<file path="src/rtl/uart_sim_pkg.sv">
// uart_sim_pkg
//   Shared definitions for the simulation UART receiver: FSM state type,
//   8N1 frame constants and the bit-timing helper functions.
package uart_sim_pkg;

    typedef enum logic [1:0] {
        IDLE,
        START,
        DATA,
        STOP
    } rx_state_t;

    localparam int unsigned DATA_BITS = 8;
    localparam int unsigned STOP_BITS = 1;

    // Clock cycles per serial bit (integer truncation).
    function automatic int unsigned calc_div(input int unsigned clock_freq,
                                             input int unsigned baud_rate);
        return clock_freq / baud_rate;
    endfunction

    // Clock cycles from the start edge to the middle of the start bit.
    function automatic int unsigned calc_half(input int unsigned div);
        return div / 2;
    endfunction

endpackage

</file>
<file path="src/rtl/uart_rx_bit_timer.sv">
// uart_rx_bit_timer
//   Down-counter used to time serial bit sampling points. Loading N-1 makes
//   tick visible to the next clock edge exactly N cycles after the load.
//   Ports:
//     clk    - clock, rising edge
//     rst_n  - asynchronous active-low reset
//     load   - load value into the counter this cycle
//     value  - reload value (N-1 for a tick N cycles later)
//     tick   - counter has reached zero
module uart_rx_bit_timer #(
    parameter int unsigned WIDTH = 13
) (
    input  logic             clk,
    input  logic             rst_n,
    input  logic             load,
    input  logic [WIDTH-1:0] value,
    output logic             tick
);

    logic [WIDTH-1:0] count;

    always_ff @(posedge clk or negedge rst_n) begin
        if (!rst_n) begin
            count <= '0;
        end else if (load) begin
            count <= value;
        end else if (count != '0) begin
            count <= count - WIDTH'(1);
        end
    end

    assign tick = (count == '0);

endmodule

</file>
<file path="src/rtl/uart_sim_rx.sv">
// uart_sim_rx
//   8N1 UART receiver monitoring a serial TX line. Each correctly framed
//   byte is presented on data_o with a one-cycle valid_o strobe; a low stop
//   bit gives a one-cycle frame_err_o strobe and the byte is dropped.
//   Outside synthesis every received byte is echoed to the console.
//   Ports:
//     clk_i       - system clock, rising edge
//     rstn_i      - asynchronous active-low reset
//     txd_i       - asynchronous serial line, idle high
//     data_o      - last correctly received byte
//     valid_o     - one-cycle strobe, data_o holds a new byte
//     frame_err_o - one-cycle strobe, stop bit sampled low
module uart_sim_rx
    import uart_sim_pkg::*;
#(
    parameter int unsigned CLOCK_FREQ = 100000000,
    parameter int unsigned BAUD_RATE  = 19200
) (
    input  logic       clk_i,
    input  logic       rstn_i,
    input  logic       txd_i,
    output logic [7:0] data_o,
    output logic       valid_o,
    output logic       frame_err_o
);

    localparam int unsigned DIV   = calc_div(CLOCK_FREQ, BAUD_RATE);
    localparam int unsigned HALF  = calc_half(DIV);
    localparam int unsigned CNT_W = $clog2(DIV);
    localparam int unsigned IDX_W = $clog2(DATA_BITS);

    localparam logic [CNT_W-1:0] DIV_M1   = CNT_W'(DIV - 1);
    localparam logic [CNT_W-1:0] HALF_M1  = CNT_W'(HALF - 1);
    localparam logic [IDX_W-1:0] LAST_BIT = IDX_W'(DATA_BITS - 1);

    if (DIV < 4) begin : g_div_check
        $error("uart_sim_rx: CLOCK_FREQ/BAUD_RATE must be at least 4");
    end

    rx_state_t              state;
    logic                   sync1;
    logic                   rxs;
    logic                   armed;
    logic [DATA_BITS-1:0]   shreg;
    logic [IDX_W-1:0]       bit_idx;
    logic                   timer_load;
    logic [CNT_W-1:0]       timer_value;
    logic                   tick;

    uart_rx_bit_timer #(
        .WIDTH (CNT_W)
    ) u_timer (
        .clk   (clk_i),
        .rst_n (rstn_i),
        .load  (timer_load),
        .value (timer_value),
        .tick  (tick)
    );

    // Timer reloads happen in the same cycle as the matching FSM transition.
    always_comb begin
        timer_load  = 1'b0;
        timer_value = DIV_M1;
        case (state)
            IDLE: begin
                if (armed && !rxs) begin
                    timer_load  = 1'b1;
                    timer_value = HALF_M1;
                end
            end
            START:   timer_load = tick && !rxs;
            DATA:    timer_load = tick;
            default: timer_load = 1'b0;
        endcase
    end

    always_ff @(posedge clk_i or negedge rstn_i) begin
        if (!rstn_i) begin
            sync1       <= 1'b1;
            rxs         <= 1'b1;
            state       <= IDLE;
            armed       <= 1'b0;
            shreg       <= '0;
            bit_idx     <= '0;
            data_o      <= '0;
            valid_o     <= 1'b0;
            frame_err_o <= 1'b0;
        end else begin
            sync1       <= txd_i;
            rxs         <= sync1;
            valid_o     <= 1'b0;
            frame_err_o <= 1'b0;
            case (state)
                IDLE: begin
                    // Armed only after the line has been seen high, so a
                    // held-low line (break) cannot start a new frame.
                    if (rxs) begin
                        armed <= 1'b1;
                    end
                    if (armed && !rxs) begin
                        state <= START;
                    end
                end
                START: begin
                    if (tick) begin
                        if (!rxs) begin
                            bit_idx <= '0;
                            state   <= DATA;
                        end else begin
                            state <= IDLE;
                        end
                    end
                end
                DATA: begin
                    if (tick) begin
                        shreg   <= {rxs, shreg[DATA_BITS-1:1]};
                        bit_idx <= bit_idx + IDX_W'(1);
                        if (bit_idx == LAST_BIT) begin
                            state <= STOP;
                        end
                    end
                end
                STOP: begin
                    if (tick) begin
                        if (rxs) begin
                            data_o  <= shreg;
                            valid_o <= 1'b1;
                        end else begin
                            frame_err_o <= 1'b1;
                        end
                        armed <= 1'b0;
                        state <= IDLE;
                    end
                end
                default: state <= IDLE;
            endcase
        end
    end

`ifndef SYNTHESIS
    always_ff @(posedge clk_i) begin
        if (rstn_i && valid_o) begin
            if (data_o >= 8'h20 && data_o <= 8'h7e) begin
                $write("%c", data_o);
            end else if (data_o == 8'h0a) begin
                $write("\n");
            end else if (data_o != 8'h0d) begin
                $write("<0x%02h>", data_o);
            end
        end
    end
`endif

endmodule

</file>
<file path="config.mk">
export PLATFORM = sky130hd
export DESIGN_NAME = uart_sim_rx
export DESIGN_NICKNAME = d
export VERILOG_FILES = /design/src/rtl/uart_sim_pkg.sv /design/src/rtl/uart_rx_bit_timer.sv /design/src/rtl/uart_sim_rx.sv
export SDC_FILE = /design/constraint.sdc
export NUM_CORES = 1
export LEC_CHECK = 0
export ABC_AREA = 1
export BUFFER_PORTS_ARGS = -buffer_cell sky130_fd_sc_hd__buf_4
export CAP_MARGIN = 20
export CORE_MARGIN = 2
export CORE_UTILIZATION = 35
export CTS_BUF_LIST = sky130_fd_sc_hd__clkbuf_8 sky130_fd_sc_hd__clkbuf_16
export DETAILED_ROUTE_END_ITERATION = 12
export PLACE_DENSITY = 0.53
export SETUP_SLACK_MARGIN = 0.4
export SYNTH_ARGS = -nofsm -noshare
export SYNTH_HDL_FRONTEND = slang
export SYNTH_SLANG_ARGS = --single-unit
</file>
<file path="constraint.sdc">
create_clock -name clk_i -period 1.35 [get_ports clk_i]
set_input_delay 0.0675 -clock clk_i [delete_from_list [all_inputs] [get_ports clk_i]]
set_output_delay 0.0675 -clock clk_i [all_outputs]
set_load 0.05 [all_outputs]
</file>
=== Word level (Yosys, flattened, before mapping) ===
Cells that the tools add are included.

* Word-level logic and storage cells: 63
* Register bits after elaboration: 39

* Reduce and logical (&&, ||, !) cells: 14
* $add $sub $neg: 2
* Eq/ne operators: 11
* Multiplexer cells: 26

{| class="wikitable"
|+ Operators by type and width
! kind !! count
|-
| 13-bit two-way mux || 4
|-
| 2-bit != test, second input constant || 7
|-
| 13-bit logical NOT || 1
|-
| 13-bit nonzero test || 1
|-
| 13-bit by 1-bit subtractor with 13-bit output, second input constant || 1
|-
| 2-bit two-way mux || 6
|-
| 1-bit two-way mux || 9
|-
| 3-bit two-way mux || 3
|-
| 2-bit one-hot mux with 4 select lines || 1
|-
| 3-bit one-hot mux with 2 select lines || 1
|-
| 3-bit AND reduction || 2
|-
| 2-bit nonzero test || 3
|-
| 5-bit AND reduction || 1
|-
| 2-bit equality test, second input constant || 2
|-
| 4-bit AND reduction || 1
|-
| 3-bit by 1-bit adder with 3-bit output, second input constant || 1
|-
| 3-bit equality test, second input constant || 1
|-
| 1-bit one-hot mux with 3 select lines || 1
|-
| 2-bit by 1-bit equality test with 1-bit output, second input constant || 1
|-
| 1-bit logical AND || 2
|-
| 2-bit logical NOT || 1
|-
| 1-bit one-hot mux with 2 select lines || 1
|-
| 2-bit AND reduction || 1
|-
| 1-bit logical NOT || 1
|}

=== Logic depth before layout (Yosys ltp) ===
* Word-level depth: 5
* Depth in mapped cells: 10

=== Cells and area by module ===
Synthesis repeated with hierarchy kept, for this count alone.

* Cells, all modules: 244
* Area, all modules: 1968.1 um2

{| class="wikitable"
|+ By module, submodules not included
! module !! times used !! sequential area each (um2) !! area an instance (um2) !! cells an instance
|-
| uart_sim_rx || 1 || 653.1 || 1057.3 || 109
|-
| uart_rx_bit_timer || 1 || 325.3 || 910.9 || 135
|}

=== Least setup slack after synthesis ===
Ideal clock, no wire load.

* Kind: flip-flop to flip-flop
* From: register u_timer.count[0]
* To: register data_o[1]
* Cell stages (with the launch flop): 11
* Buffers on the path: 1
* Path slack: -0.129 ns
* Required time: 1.231 ns
* Data arrival time: 1.360 ns
* Cell sequence: dfrtp_1 -> inv_1 -> ha_1 -> nand3_2 -> nor2_4 -> nand2_4 -> nor2_4 -> nand2_4 -> buf_6 -> nand2_2 -> o21ai_2

* Word-level cells in the longest chain between the ends: 2

{| class="wikitable"
|+ Ends and longest elaborated chain
! element !! line !! text
|-
| start, declared || uart_rx_bit_timer.sv:20 || <nowiki>logic [WIDTH-1:0] count;</nowiki>
|-
| start signal, assigned || uart_rx_bit_timer.sv:26 || <nowiki>count <= value;</nowiki>
|-
| start signal, assigned || uart_rx_bit_timer.sv:28 || <nowiki>count <= count - WIDTH'(1);</nowiki>
|-
| 13-bit logical NOT || uart_rx_bit_timer.sv:32 || <nowiki>assign tick = (count == '0);</nowiki>
|-
| 3-bit AND reduction (no source line) || n/a ||
|-
| end signal, assigned || uart_sim_rx.sv:126 || <nowiki>data_o <= shreg;</nowiki>
|-
| end, declared || uart_sim_rx.sv:22 || <nowiki>output logic [7:0] data_o,</nowiki>
|}

Every way passes these cells.
A chain may end at the register's enable or synchronous reset.

=== Worst setup path in the final report ===
* From: register u_timer.count[2]
* To: register shreg[3]

* Word-level cells in the longest chain between the ends: 2

{| class="wikitable"
|+ Ends and longest elaborated chain
! element !! line !! text
|-
| 13-bit logical NOT || uart_rx_bit_timer.sv:32 ||
|-
| 2-bit AND reduction (no source line) || n/a ||
|-
| end signal, assigned || uart_sim_rx.sv:116 || <nowiki>shreg <= {rxs, shreg[DATA_BITS-1:1]};</nowiki>
|-
| end, declared || uart_sim_rx.sv:44 || <nowiki>logic [DATA_BITS-1:0] shreg;</nowiki>
|}

Every way passes these cells.

==> impl_metrics.xml <==
<?xml version="1.0" encoding="UTF-8"?>
<metrics>
  <group name="run_status">
    <metric name="status" unit="">finished with violations</metric>
    <metric name="failed_checks" unit="">setup timing</metric>
  </group>
  <group name="die">
    <metric name="floorplan.die.width" unit="µm">77.5</metric>
    <metric name="die_y" unit="µm">77.5</metric>
    <metric name="number_of_primary_i_o_pins" unit="">13</metric>
    <metric name="dieArea" unit="mm²">0.00601</metric>
    <metric name="core.rowCount" unit="">26</metric>
    <metric name="placeableCoreArea" unit="mm²">0.00517</metric>
    <metric name="starting_density" unit="%">36.6</metric>
  </group>
  <group name="timing">
    <metric name="max_slew_margin" unit="%">67.1</metric>
    <metric name="achievable-frequency" unit="MHz">664</metric>
    <metric name="post-route-worst-setup-slack" unit="ns">-0.156</metric>
    <metric name="post-route-period-util" unit="%">112</metric>
    <metric name="final-setup-viol-count" unit="">36</metric>
    <metric name="rsz_0062_raised_after_global_routing" unit="">yes</metric>
    <metric name="final_period_minus_worst_setup_slack" unit="ns">1.51</metric>
    <metric name="worst_clock_skew_on_the_final_layout" unit="ns">0.00619</metric>
    <metric name="tightest_slew" unit="ns">0.494</metric>
    <metric name="drv_slew" unit="">0</metric>
    <metric name="hold_viol" unit="">0</metric>
  </group>
  <group name="drt">
    <metric name="drt_first_pass_iters" unit="">4</metric>
    <metric name="vias" unit="">1597</metric>
    <metric name="drt-initial-drc-count" unit="">58</metric>
    <metric name="postRouteAntennaNets" unit="">0</metric>
    <metric name="vias_per_cell" unit="">4.49</metric>
    <metric name="totalWireLength" unit="µm">4320</metric>
    <metric name="post-route-drc-count" unit="">0</metric>
    <metric name="route.detailed.wl_per_inst" unit="µm">12.1</metric>
  </group>
  <group name="yosys">
    <metric name="ys_warn_count" unit="">0</metric>
    <metric name="postSynthAreaPerCell" unit="µm²">8.75</metric>
    <metric name="seq_total_area_yosys" unit="%">51.8</metric>
    <metric name="synth_seq_cells" unit="">39</metric>
    <metric name="number_of_enable_flip_flop_cells_after_synthesis" unit="">0</metric>
    <metric name="synth_flop_cell" unit="">sky130_fd_sc_hd__dfrtp_1</metric>
    <metric name="async_flop_share" unit="%">100</metric>
    <metric name="synth_top_cell_area_share" unit="%">49.0</metric>
    <metric name="syn-instance-count" unit="">216</metric>
    <metric name="syn-num-nets" unit="">223</metric>
    <metric name="post_synth_num_cell_types" unit="">26</metric>
    <metric name="synth.top_cells.by_area" unit="">sky130_fd_sc_hd__dfrtp_1 (49%), sky130_fd_sc_hd__nand2_1 (13%), sky130_fd_sc_hd__o21ai_0 (4.8%)</metric>
    <metric name="syn-cell-area" unit="mm²">0.00189</metric>
    <metric name="cell_accounting_for_the_most_synthesized_area" unit="">sky130_fd_sc_hd__dfrtp_1</metric>
  </group>
  <group name="worst_setup_path">
    <metric name="worst-r2r-setup-slack" unit="ns">-0.16</metric>
    <metric name="timing.critical_path.slowest_stage_cell" unit="">sky130_fd_sc_hd__dfrtp_1</metric>
    <metric name="timing.critical_path.cells" unit="">nor2_4 -&gt; nand2_4 -&gt; nor2_4 -&gt; nand2_4 -&gt; nor2_4 -&gt; clkbuf_16 -&gt; o21ai_2</metric>
    <metric name="crit-reg2reg-launch" unit="">u_timer.count[2]</metric>
    <metric name="critical_path_data_arrival_time" unit="ns">1.69</metric>
    <metric name="critPathBufInv" unit="">1</metric>
    <metric name="worst_setup_path_startpoint" unit="">u_timer.count[2]</metric>
    <metric name="cpPeakStageDelay" unit="ns">0.47</metric>
    <metric name="worstSetupPathType" unit="">reg -&gt; reg</metric>
    <metric name="r2r_cells" unit="">7</metric>
    <metric name="timing.critical_path.mode_cell" unit="">sky130_fd_sc_hd__nor2_4</metric>
    <metric name="timing.critical_path.from_type" unit="">flip-flop</metric>
    <metric name="critical_path.top_delay_family" unit="">simple AND/OR/NAND/NOR gates</metric>
    <metric name="required" unit="ns">1.53</metric>
    <metric name="path_depth" unit="">7</metric>
    <metric name="cp-endpoint" unit="">shreg[3]</metric>
    <metric name="path_max_fanout" unit="">7</metric>
    <metric name="critical_path.reg2reg.endpoint" unit="">shreg[3]</metric>
    <metric name="sort_of_element_at_the_end_of_the_critical_path" unit="">flip-flop</metric>
  </group>
  <group name="cells_and_area">
    <metric name="final_design_area_no_fill" unit="mm²">0.00286</metric>
    <metric name="p_r_area_growth_vs_syn" unit="%">51.3</metric>
    <metric name="post_route_cells_drive_above_1_share" unit="%">47.9</metric>
    <metric name="utilization_of_the_core_after_routing" unit="%">55.3</metric>
    <metric name="antenna_diodes" unit="">0</metric>
    <metric name="layout.nets" unit="">292</metric>
  </group>
  <group name="placed_design">
    <metric name="port_buffers" unit="">12</metric>
    <metric name="placed_area" unit="mm²">0.00240</metric>
    <metric name="globalplace.congestion" unit="">0.804</metric>
    <metric name="dp_hpwl" unit="µm">2970</metric>
  </group>
  <group name="grt">
    <metric name="grt_start_max_net_pins" unit="">40</metric>
    <metric name="antenna_violations_before_repair" unit="">0</metric>
    <metric name="first_global_vias" unit="">1629</metric>
    <metric name="global_route_usage_over_all_layers" unit="%">16.1</metric>
    <metric name="grt_overflow_total" unit="">0</metric>
    <metric name="grt_pass1_wl" unit="µm">7510</metric>
  </group>
  <group name="clocking">
    <metric name="clk_latency_worst_skew_pair" unit="ns">0.29</metric>
    <metric name="tritoncts" unit="">done</metric>
    <metric name="cts.sinks" unit="">39</metric>
    <metric name="h-tree-depth" unit="">2</metric>
    <metric name="cts_max_path_buffers" unit="">2</metric>
    <metric name="cts.reportedPaths.clkPinSlew" unit="ns">0.07</metric>
    <metric name="cts_root_buffer" unit="">sky130_fd_sc_hd__clkbuf_8</metric>
    <metric name="cts_inserted_buffers" unit="">5</metric>
  </group>
  <group name="hold_path">
    <metric name="worst_hold_class" unit="">in -&gt; async</metric>
  </group>
  <group name="power_and_ir_drop">
    <metric name="max-vdd-ir-drop" unit="mV">0.692</metric>
    <metric name="power" unit="mW">4.58</metric>
    <metric name="power_per_standard_cell_area" unit="mW/mm²">1600</metric>
    <metric name="p_leak" unit="nW">1.40</metric>
  </group>
  <group name="job">
    <metric name="timing.max_cap.violations" unit="">0</metric>
  </group>
</metrics>
-- state kept, by name, indices dropped and copies added, names as in the netlist, named ones only --
name,cells
frame_err_o,1
valid_o,1
bit_idx,3
u_timer.count,13
data_o,8
sync1,1
state,1
rxs,1
shreg,8
armed,1
-- cells by family after synthesis --
logic type | count (synthesis) | synth area share [%]
adders and majority gates | 4 | 2.65
xor gates and xnor gates | 5 | 2.32
DFF | 39 | 51.8
and+or+nand+nor | 113 | 28.3
buffers and inverters | 25 | 5.82
AOI/OAI and AO/OA | 30 | 9.13
-- report_power, final --
part / switching, mW / internal, mW
Combinational: 0.925 / 1.00
Clock: 0.406 / 0.731
Sequential: 0.175 / 1.34
-- Yosys cell counts (3+ instances only) --
master and number:
sky130_fd_sc_hd__a21oi_1 4, sky130_fd_sc_hd__dfrtp_1 37, sky130_fd_sc_hd__ha_1 4, sky130_fd_sc_hd__inv_1 21, sky130_fd_sc_hd__nand2_1 63, sky130_fd_sc_hd__nand2_4 3, sky130_fd_sc_hd__nand3_1 11, sky130_fd_sc_hd__nor2_1 17
sky130_fd_sc_hd__nor2_4 5, sky130_fd_sc_hd__nor3_1 4, sky130_fd_sc_hd__o21ai_0 18, sky130_fd_sc_hd__o21ai_2 6, sky130_fd_sc_hd__xor2_1 3
-- cell type report --
cell class	instances	area, µm²
well taps	70	87.6
clock buffers	5	68.8
clock inverters	3	63.8
inverters	22	87.6
fillers	471	2310
multi-input cells	152	1010
flip-flops and latches	39	978
repair buffers	65	568
-- repair_timing --
item                                    in CTS  in global routing
gates cloned                                 0                  1
gates resized for setup                     35                 29
endpoints found under the hold margin       38                  0
setup buffers                                8                  1
pin swaps                                   13                  9
endpoints found under the setup margin      44                 43
hold buffers                                 2                  0
-- worst reg2reg max path: stages, from the launching register on --
cell and delay, ns:
sky130_fd_sc_hd__dfrtp_1 0.47, sky130_fd_sc_hd__nor2_4 0.16, sky130_fd_sc_hd__nand2_4 0.07, sky130_fd_sc_hd__nor2_4 0.15, sky130_fd_sc_hd__nand2_4 0.10, sky130_fd_sc_hd__nor2_4 0.21
sky130_fd_sc_hd__clkbuf_16 0.20, sky130_fd_sc_hd__o21ai_2 0.05
-- cells in the final DEF (no fill, tap or decap), types with 6 or more instances in the layout --
master                     n
sky130_fd_sc_hd__inv_1    17
sky130_fd_sc_hd__nor2_1   11
sky130_fd_sc_hd__buf_4    49
sky130_fd_sc_hd__nand3_2   6
sky130_fd_sc_hd__nand2_2  11
sky130_fd_sc_hd__nor2_4    9
sky130_fd_sc_hd__dfrtp_1  37
sky130_fd_sc_hd__buf_6    12
sky130_fd_sc_hd__o21ai_1   9
sky130_fd_sc_hd__nand2_1  52
sky130_fd_sc_hd__nand3_1   6
sky130_fd_sc_hd__o21ai_2  12
-- layer usage --
| metal | track usage, % | wire (µm) | vias up |
|---|---|---|---|
| li1 | - | - | 823 |
| met4 | 5.89 | 66 | 0 |
| met1 | 19.6 | 1900 | 752 |
| met2 | 27.7 | 2240 | 16 |
| met5 | 0 | 0 | - |
| met3 | 3.72 | 120 | 6 |
-- metrics by stage --
step	hold WS [ns]	worst slack [ns]	TNS, ns	std cells
CTS	0.296	-0.128	-2.94	354
global route	0.323	-0.245	-6.75	356
floorplan	-0.228	-0.0909	-0.641	216
finish	0.273	-0.156	-3.74	356
detailed placement	0.0711	-0.151	-3.11	336
global placement	0.0758	-0.152	-3.17	336
-- worst min path at each step --
stage	depth (start not counted)	slack, ns	to	startpoint
global route	2	0.32	u_timer.count[1]	rstn_i
finish	2	0.27	u_timer.count[1]	rstn_i
global placement	1	0.08	u_timer.count[1]	rstn_i
floorplan	0	-0.23	async pin	rstn_i
detailed placement	1	0.07	u_timer.count[1]	rstn_i
CTS	2	0.30	u_timer.count[9]	rstn_i
No activity file was read; power rests on OpenSTA's default activity.
